File: config.mk
export PLATFORM = sky130hd
export DESIGN_NAME = uart_tx_sched
export DESIGN_NICKNAME = d
export VERILOG_FILES = /design/src/rtl/uart_tx_sched.sv
export SDC_FILE = /design/constraint.sdc
export NUM_CORES = 1
export LEC_CHECK = 0
export ABC_AREA = 1
export CORE_ASPECT_RATIO = 0.75
export CORE_UTILIZATION = 51
export DETAILED_ROUTE_END_ITERATION = 7
export PLACE_DENSITY = 0.84
export SYNTH_ARGS = -nofsm -noshare
export SYNTH_HDL_FRONTEND = slang
export SYNTH_SLANG_ARGS = --single-unit
File: constraint.sdc
create_clock -name clk_i -period 3.15 [get_ports clk_i]
set_input_delay 0.7875 -clock clk_i [delete_from_list [all_inputs] [get_ports clk_i]]
set_output_delay 0.7875 -clock clk_i [all_outputs]
set_load 0.02 [all_outputs]
File: src/rtl/uart_tx_sched.sv
// Round-robin scheduler that shares one UART transmitter among NUM_REQ byte producers.
// It grants one byte per frame and holds off the next grant until busy and the guard gap end.
module uart_tx_sched #(
   parameter int NUM_REQ    = 4,
   parameter int START_TO   = 8,
   parameter int GAP_CYCLES = 0
) (
   input  logic                   clk_i,
   input  logic                   rst_n_i,
   input  logic [NUM_REQ-1:0]     req_valid_i,
   input  logic [8*NUM_REQ-1:0]   req_data_i,
   output logic [NUM_REQ-1:0]     req_ready_o,
   output logic [7:0]             tx_data_o,
   output logic                   tx_wr_o,
   input  logic                   tx_busy_i,
   output logic [NUM_REQ-1:0]     grant_o,
   output logic                   active_o,
   output logic                   err_o
);

   localparam int IDX_W = $clog2(NUM_REQ);

   typedef enum logic [2:0] {
      S_IDLE,
      S_ISSUE,
      S_WAIT_START,
      S_WAIT_END,
      S_GAP
   } state_t;

   state_t             r_state;
   logic [IDX_W-1:0]   r_last;
   logic [7:0]         r_cnt;
   logic [7:0]         r_tx_data;
   logic [NUM_REQ-1:0] r_grant;
   logic               r_tx_wr;
   logic               r_active;

   logic               w_found;
   logic [IDX_W-1:0]   w_idx;
   logic [IDX_W-1:0]   w_win;
   logic [NUM_REQ-1:0] w_win_oh;
   logic               w_xfer;
   logic               w_timeout;
   logic               w_frame_end;

   // Search starts one past the last winner and wraps, so every requester gets a turn.
   always_comb begin
      // NOTE: every combinational output gets a default first so no latch is inferred.
      w_found = 1'b0;
      w_win   = '0;
      w_idx   = '0;
      for (int i = 1; i <= NUM_REQ; i++) begin
         w_idx = IDX_W'((int'(r_last) + i) % NUM_REQ);
         if (!w_found && req_valid_i[w_idx]) begin
            w_found = 1'b1;
            w_win   = w_idx;
         end
      end
   end

   assign w_win_oh    = {{(NUM_REQ-1){1'b0}}, 1'b1} << w_win;
   assign req_ready_o = (rst_n_i && r_state == S_IDLE && w_found) ? w_win_oh : '0;
   assign w_xfer      = |(req_valid_i & req_ready_o);

   // Timeout is decided in the same cycle busy is sampled, so a late busy still wins.
   assign w_timeout   = (r_state == S_WAIT_START) && !tx_busy_i && (r_cnt == 8'(START_TO - 1));
   assign w_frame_end = w_timeout || (r_state == S_WAIT_END && !tx_busy_i);

   assign err_o     = w_timeout;
   assign tx_data_o = r_tx_data;
   assign tx_wr_o   = r_tx_wr;
   assign grant_o   = r_grant;
   assign active_o  = r_active;

   always_ff @(posedge clk_i or negedge rst_n_i) begin
      if (!rst_n_i) begin
         r_state   <= S_IDLE;
         r_last    <= IDX_W'(NUM_REQ - 1);
         r_cnt     <= '0;
         r_tx_data <= '0;
         r_grant   <= '0;
         r_tx_wr   <= 1'b0;
         r_active  <= 1'b0;
      end else begin
         // NOTE: non-blocking for all state so every register sees pre-edge values.
         r_tx_wr <= 1'b0;
         case (r_state)
            S_IDLE: begin
               if (w_xfer) begin
                  r_tx_data <= req_data_i[{w_win, 3'b000} +: 8];
                  r_grant   <= w_win_oh;
                  r_last    <= w_win;
                  r_tx_wr   <= 1'b1;
                  r_active  <= 1'b1;
                  r_state   <= S_ISSUE;
               end
            end
            S_ISSUE: begin
               r_cnt   <= '0;
               r_state <= S_WAIT_START;
            end
            S_WAIT_START: begin
               r_cnt <= r_cnt + 8'd1;
               if (tx_busy_i) r_state <= S_WAIT_END;
            end
            S_WAIT_END: ;
            S_GAP: begin
               if (r_cnt == 8'(GAP_CYCLES - 1)) begin
                  r_state  <= S_IDLE;
                  r_grant  <= '0;
                  r_active <= 1'b0;
               end else begin
                  r_cnt <= r_cnt + 8'd1;
               end
            end
            default: r_state <= S_IDLE;
         endcase

         if (w_frame_end) begin
            if (GAP_CYCLES == 0) begin
               r_state  <= S_IDLE;
               r_grant  <= '0;
               r_active <= 1'b0;
            end else begin
               r_state <= S_GAP;
               r_cnt   <= '0;
            end
         end
      end
   end

endmodule

-- Word level (Yosys, flattened, before mapping)
Cells that the tools add are included.
- flip-flop bits (word level): 27
- bits of input ports: 39
- logic and storage cells: 85
- $add $sub $neg: 5
- magnitude comparators: 4
- equal/unequal tests: 11
- shift operators: 2
- muxes and demuxes: 34
- bitwise gates (word level): 1
- reductions and logical operators: 21
- operator list (cell ; number):
    $shiftx A32 B6 Y8 ; 1
    $pmux W8 S3 ; 1
    $mux W4 ; 4
    $pmux W3 S5 ; 1
    $mux W1 ; 13
    $lt A2 B3 Y1 const B ; 4
    $mux W3 ; 4
    $ne A3 B3 Y1 const B ; 3
    $add A8 B1 Y8 const B ; 1
    $bmux W1 S2 ; 4
    $eq A8 B3 Y1 const B ; 1
    $eq A8 B8 Y1 const B ; 1
    $logic_and A1 B1 Y1 ; 8
    $mux W2 ; 4
    $mux W8 ; 1
    $pmux W4 S2 ; 1
    $eq A3 B2 Y1 const B ; 2
    $reduce_bool A3 Y1 ; 2
    $add A2 B1 Y2 const B ; 2
    $add A2 B2 Y2 const B ; 2
    $and A4 B4 Y4 ; 1
    $logic_not A1 Y1 ; 4
    $ne A2 B2 Y1 const B ; 2
    $reduce_and A2 Y1 ; 2
    other kinds (9) ; 9

-- Longest topological paths before layout
Gate-level depths: netlist (run 1).
- depth in word-level cells: 20
- mapped depth: 17
- gate-level depth less buffers: 15

-- Worst setup path after synthesis (run 1)
Ideal clock, no wire load.
- path type: input -> output
- from: in req_valid_i[3]
- to: out req_ready_o[2]
- arrival time: 1972 ps
- data required time: 2362 ps
- slack: 390 ps
- stages: 12
- path buffers: 1
- cells stage by stage: inv_1 > nand2_1 > nand3_1 > nand2_4 > nor2_8 > nand2_1 > nor2_1 > nand2_1 > nand2_2 > buf_4 > nand2_1 > nor2_1
- longest elaborated chain between the ends: 14
- ends and longest elaborated chain (what ; line ; source):
    start, declared ; 10 ; input logic [NUM_REQ-1:0] req_valid_i,
    $bmux W1 S2 ; 55 ; if (!w_found && req_valid_i[w_idx]) begin
    $mux W1 (not written as such) ; 55 ;
    $mux W1 ; 55 ;
    $logic_not A1 Y1 ; 55 ;
    $logic_and A1 B1 Y1 ; 55 ;
    $mux W1 ; 55 ;
    $logic_not A1 Y1 ; 55 ;
    $logic_and A1 B1 Y1 ; 55 ;
    $mux W1 ; 55 ;
    $logic_not A1 Y1 ; 55 ;
    $logic_and A1 B1 Y1 ; 55 ;
    $mux W2 / $mux W1 (equally long branches) ; 55 ;
    $shl A1 B2 Y4 / $logic_and A1 B1 Y1 (equally long branches) ; 62, 63 ;
    $mux W4 (*) ; 63 ; assign req_ready_o = (rst_n_i && r_state == S_IDLE && w_found) ? w_win_oh : '0;
    end, declared ; 12 ; output logic [NUM_REQ-1:0] req_ready_o,
Every way passes the cells marked *; elsewhere a longest branch is shown, timed or not. The select of a mux whose other input is x is not followed.

-- Final worst setup path (run 1)
- from: reg r_last[0]
- to: out req_ready_o[1]
- longest elaborated chain between the ends: 15
- ends and longest elaborated chain (what ; line ; source):
    start, declared ; 32 ; logic [IDX_W-1:0] r_last;
    start signal, assigned ; 79 ; r_last <= IDX_W'(NUM_REQ - 1);
    start signal, assigned ; 93 ; r_last <= w_win;
    $add A2 B1 Y2 ; 54 ; w_idx = IDX_W'((int'(r_last) + i) % NUM_REQ);
    $bmux W1 S2 ; 55 ;
    $mux W1 (not written as such) ; 55 ;
    $mux W1 ; 55 ;
    $logic_not A1 Y1 ; 55 ;
    $logic_and A1 B1 Y1 ; 55 ;
    $mux W1 ; 55 ;
    $logic_not A1 Y1 ; 55 ;
    $logic_and A1 B1 Y1 ; 55 ;
    $mux W1 ; 55 ;
    $logic_not A1 Y1 ; 55 ;
    $logic_and A1 B1 Y1 ; 55 ;
    $mux W2 / $mux W1 (equally long branches) ; 55 ;
    $shl A1 B2 Y4 / $logic_and A1 B1 Y1 (equally long branches) ; 62, 63 ;
    $mux W4 (*) ; 63 ;
Marks and branches as above.

==> summary by stage, run 1 <==
Outcome
The flow ran to the end, and the final reports show no timing, DRC or antenna violations.

Synth
The synthesized design contains 26 register bits. The register area share after synthesis is 32.9%. The number of nets handed over by synthesis was 323. The distinct cell type count of the synthesized netlist is 29. The cell area that synthesis handed to floorplanning was 1990 um2. The Yosys step of the flow raised 0 warnings. Synthesis produced 279 cells. The average instance area after synthesis is 7.12 um2.

Placement
The cell count after placement is 391. The congestion estimate from routability-driven global placement came to 0.837. Detailed placement ended at an HPWL of 3.62 mm.

Input and output buffers added on the ports amount to 57.

Floorplanning
Row generation in the floorplan step produced 19 rows. During I/O placement, the number of pins put on the boundary was 58. The total die area is 4150 um2.

The core area is 3680 um2. The die span in x is 74.1 um. The die is 56.1 um tall. The starting density of the core is 53.9%.

Route
The first TritonRoute pass finished after 4 iterations. Dividing the detail-routed wire length by the instance count gives 12.5 um. The detailed-route wire length is 4.98 mm.

After detailed routing, the number of remaining DRC violations is 0. The DRC violation total after the first TritonRoute iteration is 101. Dividing the detail-routed via count by the number of cells gives 5.18. The vias after detailed routing is 2,067. In this run the remaining antenna-violating nets after routing total 0.

Timing
The count of final setup violators is 0. The final critical-path required period is 3.05 ns. The actual slew at the worst max-slew pin is 0.629 ns. The final critical path takes up 96.7% of the cycle.

The worst-case headroom to the max-slew limit is 58.0%. Between clock sinks in the finished design, the worst skew comes to 0.00250 ns. The final max-slew violation count is 0. The setup TNS is 0 ns. The number of hold-slack violations in the final timing report is 0. For this run, the top clock speed supported by timing is 328 MHz.

Worst setup path
The critical path endpoint category is an output port. The worst endpoint required time is 2.36 ns. The path type of the worst setup path is reg2out. STA puts the critical path data arrival time at 2.26 ns.

The largest fanout of any net on the critical path is 10. The worst setup path is launched from a flip-flop.

Global routing
The number of antenna violations at the first check in global routing is 0. Across every metal layer, demand over resource in global routing totals 25.1%. The total grt overflow is 0.

Entering global routing, the biggest net connects 27 pins. The global-route wire length before repair is 8.19 mm. The via count of the first global-routing pass is 1,896.

Power and ir drop
Sequential cells burn 17.9% of the power. For this design the ratio of total power to cell area is 1150 nW/um2. The switching share of total power is 51.4%. In this run the static leakage power is 1.39 nW. Per report_power, the combinational group accounts for 73.2% of the total. The net switching power is 0.00163 W. The clock network fraction of total power is 8.9%. The internal power of the cells totals 0.00154 W.

The maximum vdd ir drop is 0.638 mV.

Cells and area
The final cell count without fillers is 399. The net count of the finished layout is 392. The number of antenna diodes in the final layout is 0. In the final layout, the share of cells above drive strength 1 is 23.3%. The area growth from synthesis to layout is 38.8%. The layout has 272 filler cells. At the end of the flow the core is filled with cells to 74.8%.

Clock network
In this run the number of H-tree levels came out at 1. The clock net sink count is 26. The CTS tree is done. The clock reaches the later pin of the worst-skew pair after 0.27 ns. The clock tree root driver cell is sky130_fd_sc_hd__clkbuf_8. No sink is reached through more buffers than the 2 on the longest clock path.

In this run, CTS created clock tree buffers numbering 3. After clock tree synthesis, the clock-pin slew on the worst setup and hold paths is 0.09 ns. The hold buffer count at cts is 0.

Run
Max-cap violations in this run came to 0.

Worst hold path
The path class of the tightest hold or removal check is reg2reg.
## metrics by stage
| step | hold slack [ns] | instance area [um2] | setup WS (ns) | power, W |
|---|---|---|---|---|
| floorplan | 0.435 | 1990 | 0.390 | 0.00223 |
| global placement | 0.452 | 2620 | -0.424 | 0.00266 |
| detailed placement | 0.457 | 2620 | -0.439 | 0.00271 |
| CTS | 0.470 | 2670 | 0.00199 | 0.00300 |
| global route | 0.513 | 2760 | -0.00696 | 0.00345 |
| finish | 0.475 | 2760 | 0.103 | 0.00316 |
## cell usage in the layout (no fill, tap or decap), types with 6 or more instances in the layout
master / Yosys / routed
sky130_fd_sc_hd__inv_2: 5 / 6
sky130_fd_sc_hd__nand3_1: 10 / 8
sky130_fd_sc_hd__nor2_1: 17 / 15
sky130_fd_sc_hd__inv_1: 19 / 18
sky130_fd_sc_hd__nand4_1: 17 / 17
sky130_fd_sc_hd__buf_4: 2 / 19
sky130_fd_sc_hd__a21oi_1: 11 / 11
sky130_fd_sc_hd__nand2_2: 25 / 32
sky130_fd_sc_hd__nand2_1: 106 / 99
sky130_fd_sc_hd__dfrtp_1: 24 / 24
sky130_fd_sc_hd__clkdlybuf4s50_1: 0 / 48
## worst max-delay path, stage by stage (launching register included)
cell,delay (ns)
sky130_fd_sc_hd__dfstp_2,0.72
sky130_fd_sc_hd__inv_8,0.08
sky130_fd_sc_hd__nand2_2,0.08
sky130_fd_sc_hd__nand2_2,0.08
sky130_fd_sc_hd__nand2_2,0.09
sky130_fd_sc_hd__nand2_4,0.07
sky130_fd_sc_hd__nor2_8,0.13
sky130_fd_sc_hd__nand2_2,0.06
sky130_fd_sc_hd__nor2_2,0.12
sky130_fd_sc_hd__nand2_1,0.09
sky130_fd_sc_hd__nand2_2,0.13
sky130_fd_sc_hd__inv_2,0.07
sky130_fd_sc_hd__nand2_2,0.07
sky130_fd_sc_hd__nor2_1,0.04
sky130_fd_sc_hd__buf_4,0.15
## cell type report
type	count	area (um2)	share of cell area (%)
clock buffer	3	41.3	1.50
multi-input combinational	218	1170	42.5
inverter	26	108	3.90
clock inverter	1	30.0	1.09
tap	52	65.1	2.36
timing repair buffer	73	689	25.0
sequential	26	653	23.7
## power by group through the flow
stage / sequential, W / clock [W] / combinational (W)
6_report: 0.000568 / 0.000280 / 0.00232
5_1_grt: 0.000583 / 0.000294 / 0.00258
4_1_cts: 0.000564 / 0.000281 / 0.00215
3_5_place_dp: 0.000567 / 0 / 0.00215
3_3_place_gp: 0.000565 / 0 / 0.00209
2_1_floorplan: 0.000607 / 0 / 0.00162
## cells in the mapped netlist, drive strengths merged
library cell / n / area share (%)
buf: 7 / 3.6
a21oi: 11 / 2.8
inv: 26 / 5.4
o21a: 2 / 0.76
ha: 5 / 3.1
nor3: 4 / 1.0
nor2: 18 / 4.2
nand4: 17 / 5.4
nand2: 136 / 31
nand3: 14 / 6.0
nor4: 1 / 0.32
o21ai: 10 / 2.7
dfrtp: 24 / 30
dfstp: 2 / 2.6
clkbuf: 2 / 1.1
## layer usage
layer | vias to the layer above | GRT usage [%] | wire length [um]
li1 | 1029 | - | -
met1 | 964 | 35.5 | 2340
met2 | 70 | 39.7 | 2310
met3 | 4 | 4.53 | 289
met4 | 0 | 5.49 | 33
met5 | - | 0 | 0
## registers in the layout, indices dropped and copies added, names as in the netlist
register	cells
active_o	1
r_last	2
r_cnt	8
tx_data_o	8
grant_o	4
tx_wr_o	1
r_state	2
## cell families after synthesis
group | after synthesis | share of synthesized area (%)
AO/OA/AOI/OAI | 23 | 6.23
buffers and inverters | 35 | 10.1
AND/OR/NAND/NOR | 190 | 47.7
flip-flops | 26 | 32.9
adder cells (fa/ha/maj) | 5 | 3.15
## repair_timing
| action | in CTS | in global routing |
|---|---|---|
| buffers inserted | 0 | 4 |
| setup endpoints to repair | 5 | 4 |
| pin swaps | 0 | 9 |
| gates resized for setup | 20 | 19 |
## path summary, 6_finish.rpt
path	from	end	slack (ns)	cells past startpoint
worst max-delay path	r_last[0]$_DFFE_PN1P_	req_ready_o[1]	0.10	14
worst min-delay path	r_cnt[7]$_DFFE_PN0P_	r_cnt[7]$_DFFE_PN0P_	0.48	1
worst max register to register	r_last[0]$_DFFE_PN1P_	tx_data_o[7]$_DFFE_PN0P_	0.80	17
worst min register to register	r_cnt[7]$_DFFE_PN0P_	r_cnt[7]$_DFFE_PN0P_	0.48	1
max in group asynchronous	rst_n_i	r_last[0]$_DFFE_PN1P_	1.86	2
min in group asynchronous	rst_n_i	grant_o[2]$_DFFE_PN0P_	0.99	2
No activity file was read; power rests on OpenSTA's default activity.
==> inputs of run 2 (changes only) <==
Settings changed: MAX_ROUTING_LAYER set to met4.
==> run 2 against run 1 <==
Net effect:
- wire length rose by 0.10%
- final area did not move
- core utilization did not move
- sequential share of layout area did not move
- maximum frequency barely moved
==> summary by stage, run 2 (synthesized netlist as in run 1, its figures left out) <==
Clock network
The CTS buffer count is 3 (unchanged). The number of H-tree levels is 1 (unchanged). In this run the clock root is driven by a sky130_fd_sc_hd__clkbuf_8. The maximum buffer depth of the clock tree is 2 (unchanged).

The later-pin clock latency in the skew report came to 0.27 ns (about the same). The clock net sink count is 26 (unchanged). The clock-pin slew on the worst setup and hold paths came to 0.09 ns (about the same).

The hold buffer count at cts is 0 (unchanged). The CTS tree is done.

Cells and area
The fraction of the core area covered by cells at the end of the flow was 74.8% (unchanged). The register area is 653 um2 (unchanged). The area taken by multi-input logic gates came to 1170 um2 (unchanged). The number of antenna cells inserted is 0 (unchanged). In the layout the commonest cells are 99 x sky130_fd_sc_hd__nand2_1, 48 x sky130_fd_sc_hd__clkdlybuf4s50_1, 32 x sky130_fd_sc_hd__nand2_2. The number of filler cells placed in the layout is 272 (unchanged). The number of nets in the finished design is 392 (unchanged). The signed area change from the synthesized netlist to the final layout came to 38.8% (unchanged).

The commonest non-fill, non-tap cell in the layout is sky130_fd_sc_hd__nand2_1. The area of all placed cells without fillers is 2760 um2 (unchanged). The fraction of final layout cells with drive strength greater than 1 is 23.3% (unchanged).

Timing
The clock skew was 0.00320 ns (+0.000706 ns). The worst hold margin is 0.475 ns (-0.0000430 ns). The fmax is 328 MHz (about the same).

The count of final setup violators came to 0 (unchanged). The least setup slack across all paths after layout is 0.104 ns (+0.000449 ns). The number of hold-slack violations in the final timing report is 0 (unchanged). The portion of the clock cycle consumed by the worst path in the final layout is 96.7% (about the same). The worst-case headroom to the max-slew limit is 57.9% (-0.19 points). The final critical-path required period is 3.05 ns (-0.000449 ns). The actual slew at the worst max-slew pin was 0.632 ns (+0.00284 ns). The final max-slew violation count is 0 (unchanged).

Worst setup path
The worst endpoint required time is 2.36 ns (about the same). Traced cell by cell, the critical path runs through inv_8 -> nand2_2 -> nand2_2 -> nand2_2 -> nand2_4 -> nor2_8 -> nand2_2 -> nor2_2 -> nand2_1 -> nand2_2 -> inv_2 -> nand2_2 -> nor2_1 -> buf_4. The critical path endpoint category is an output port.

The kind of cell with the highest combined delay on the critical path is simple AND/OR/NAND/NOR gates. The number of cells on the worst reg-to-reg path is 17 (unchanged). The register-to-register setup slack came to 0.80 ns (about the same). The largest fanout of any net on the critical path is 10 (unchanged).

The delay contributed by the slowest stage of the critical path is 0.72 ns (about the same). STA classifies the critical path startpoint as a flip-flop. The slowest cell on the critical path is sky130_fd_sc_hd__dfstp_2. The cell that appears most often on the critical path is sky130_fd_sc_hd__nand2_2. The worst setup path is of the reg2out kind. The capture instance of the worst register-to-register path is tx_data_o[7]$_DFFE_PN0P_. The arrival time reported for the critical path endpoint is 2.26 ns (about the same). The critical path buffer and inverter count is 3 (unchanged). In this run the critical register-to-register path is launched from r_last[0]$_DFFE_PN1P_.

Placement
The placed wire-length estimate after detailed placement is 3.62 mm (unchanged). The setup slack after placement is -0.439 ns (unchanged). The placer's final routability congestion estimate was 0.850 (+1.5%). The standard cell area after detailed placement is 2620 um2 (unchanged). The count of input and output buffers is 57 (unchanged).

Power and ir drop
The leakage power is 1.39 nW (unchanged). The total power density per cell area is 1150 nW/um2 (+0.13%). The maximum vdd ir drop is 0.640 mV (+0.23%). The power after layout came to 0.00317 W (+0.13%).

Floorplanning
The die span in x is 74.1 um (unchanged). The core area was 3680 um2 (unchanged). The number of top-level pins was 58 (unchanged). The count of standard-cell rows is 19 (unchanged).

The starting density of the core is 53.9% (unchanged). The y dimension of the die is 56.1 um (unchanged). The total die area is 4150 um2 (unchanged).

Route
The wire length on met1 is 2.39 mm (+1.8%). The detailed-route wire length is 4.98 mm (+0.10%). The ratio of routed vias to standard cells is 5.17 (-0.29%). The average detailed-routed wire length per instance was 12.5 um (+0.10%). The vias after detailed routing is 2,061 (-0.29%). The total met3 wirelength after detailed routing is 235 um (-19%). The detailed-routing iteration count for the pre-antenna-repair pass is 5 (+1).

The antenna violation net count after detailed routing was 0 (unchanged). The DRC violation total after the first TritonRoute iteration is 101 (unchanged). The final routed DRC violation total is 0 (unchanged). After detailed routing, no signal wire sits above met4. The detailed-routed wire length on met2 was 2.33 mm (+0.69%).

Global routing
The number of antenna violations at the first check in global routing is 0 (unchanged). The total grt overflow came to 0 (unchanged). The pin count of the biggest net entering global routing is 27 (unchanged). The global-route wire length before repair is 8.19 mm (unchanged).

The via count of the first global-routing pass came to 1,892 (-0.21%). The global router's overall resource usage was 25.8% (+0.71 points).

Worst hold path
The launch instance of the worst min-delay path is r_cnt[7]$_DFFE_PN0P_. The number of cells on the worst hold path is 1 (unchanged). The class of the worst hold path is reg2reg. The worst hold endpoint is r_cnt[7]$_DFFE_PN0P_.

Outcome
The flow ran to the end, and the final reports show no timing, DRC or antenna violations.

Run
The number of violations of the max-capacitance limit is 0 (unchanged).
-- run 2: where the power goes --
group	switching (W)	leakage, nW	internal [W]	total [W]
clock	0.000110	0.0357	0.000170	0.000280
sequential	0.000111	0.335	0.000457	0.000568
combinational	0.00141	1.02	0.000909	0.00232
total	0.00163	1.39	0.00154	0.00317
-- run 2: how the worst max path moves through the flow --
stage / from / endpoint / slack [ns] / cells after the start
CTS: req_valid_i[1] / req_ready_o[1] / 0.002 / 14
global route: r_last[0]$_DFFE_PN1P_ / req_ready_o[1] / -0.007 / 14
floorplan: req_valid_i[3] / req_ready_o[2] / 0.39 / 12
finish: r_last[0]$_DFFE_PN1P_ / req_ready_o[1] / 0.10 / 14
global placement: req_valid_i[0] / req_ready_o[1] / -0.42 / 14
detailed placement: req_valid_i[0] / req_ready_o[0] / -0.44 / 14
-- run 2: area by class of cell --
type	count	area share, %
Tap cell	52	2.36
Timing Repair Buffer	73	25.0
Multi-Input combinational cell	218	42.5
Sequential cell	26	23.7
Clock buffer	3	1.50
Clock inverter	1	1.09
Inverter	26	3.90
-- run 2: worst register-to-register path, stage by stage (launching register included) --
cell and delay (ns):
sky130_fd_sc_hd__dfstp_2 0.72, sky130_fd_sc_hd__inv_8 0.08, sky130_fd_sc_hd__nand2_2 0.08, sky130_fd_sc_hd__nand2_2 0.08
sky130_fd_sc_hd__nand2_2 0.09, sky130_fd_sc_hd__nand2_4 0.07, sky130_fd_sc_hd__nor2_8 0.13, sky130_fd_sc_hd__nand2_2 0.06
sky130_fd_sc_hd__nor2_2 0.12, sky130_fd_sc_hd__nand2_1 0.09, sky130_fd_sc_hd__nand2_2 0.13, sky130_fd_sc_hd__inv_2 0.08
sky130_fd_sc_hd__buf_4 0.13, sky130_fd_sc_hd__buf_4 0.16, sky130_fd_sc_hd__nand2_1 0.08, sky130_fd_sc_hd__nand2_1 0.06
sky130_fd_sc_hd__nand2_1 0.05, sky130_fd_sc_hd__nand2_1 0.04
-- run 2: routing by layer --
layer | global-route usage [%] | vias up
met5 | - | -
met4 | 5.49 | 0
met3 | 3.62 | 4
met2 | 39.7 | 66
met1 | 36.1 | 962
li1 | - | 1029
-- run 2: what timing repair did --
action	4_1_cts	5_1_grt
resized for setup	20	19
setup buffers	0	4
setup endpoints to repair	5	4
pin swaps	0	9
-- run 2: through the flow --
| stage | TNS (ns) | instances |
|---|---|---|
| final | 0 | 399 |
| after global routing | -0.0125 | 399 |
| after CTS | 0 | 395 |
| after detailed placement | -1.80 | 391 |
| after global placement | -1.74 | 391 |
| after floorplan | 0 | 279 |
==> inputs of run 3 (changes only) <==
Settings changed: ABC_CLOCK_PERIOD_IN_PS set to 3150.
==> results of run 3 <==
Final layout, timing and power as in run 2 (identical DEF).
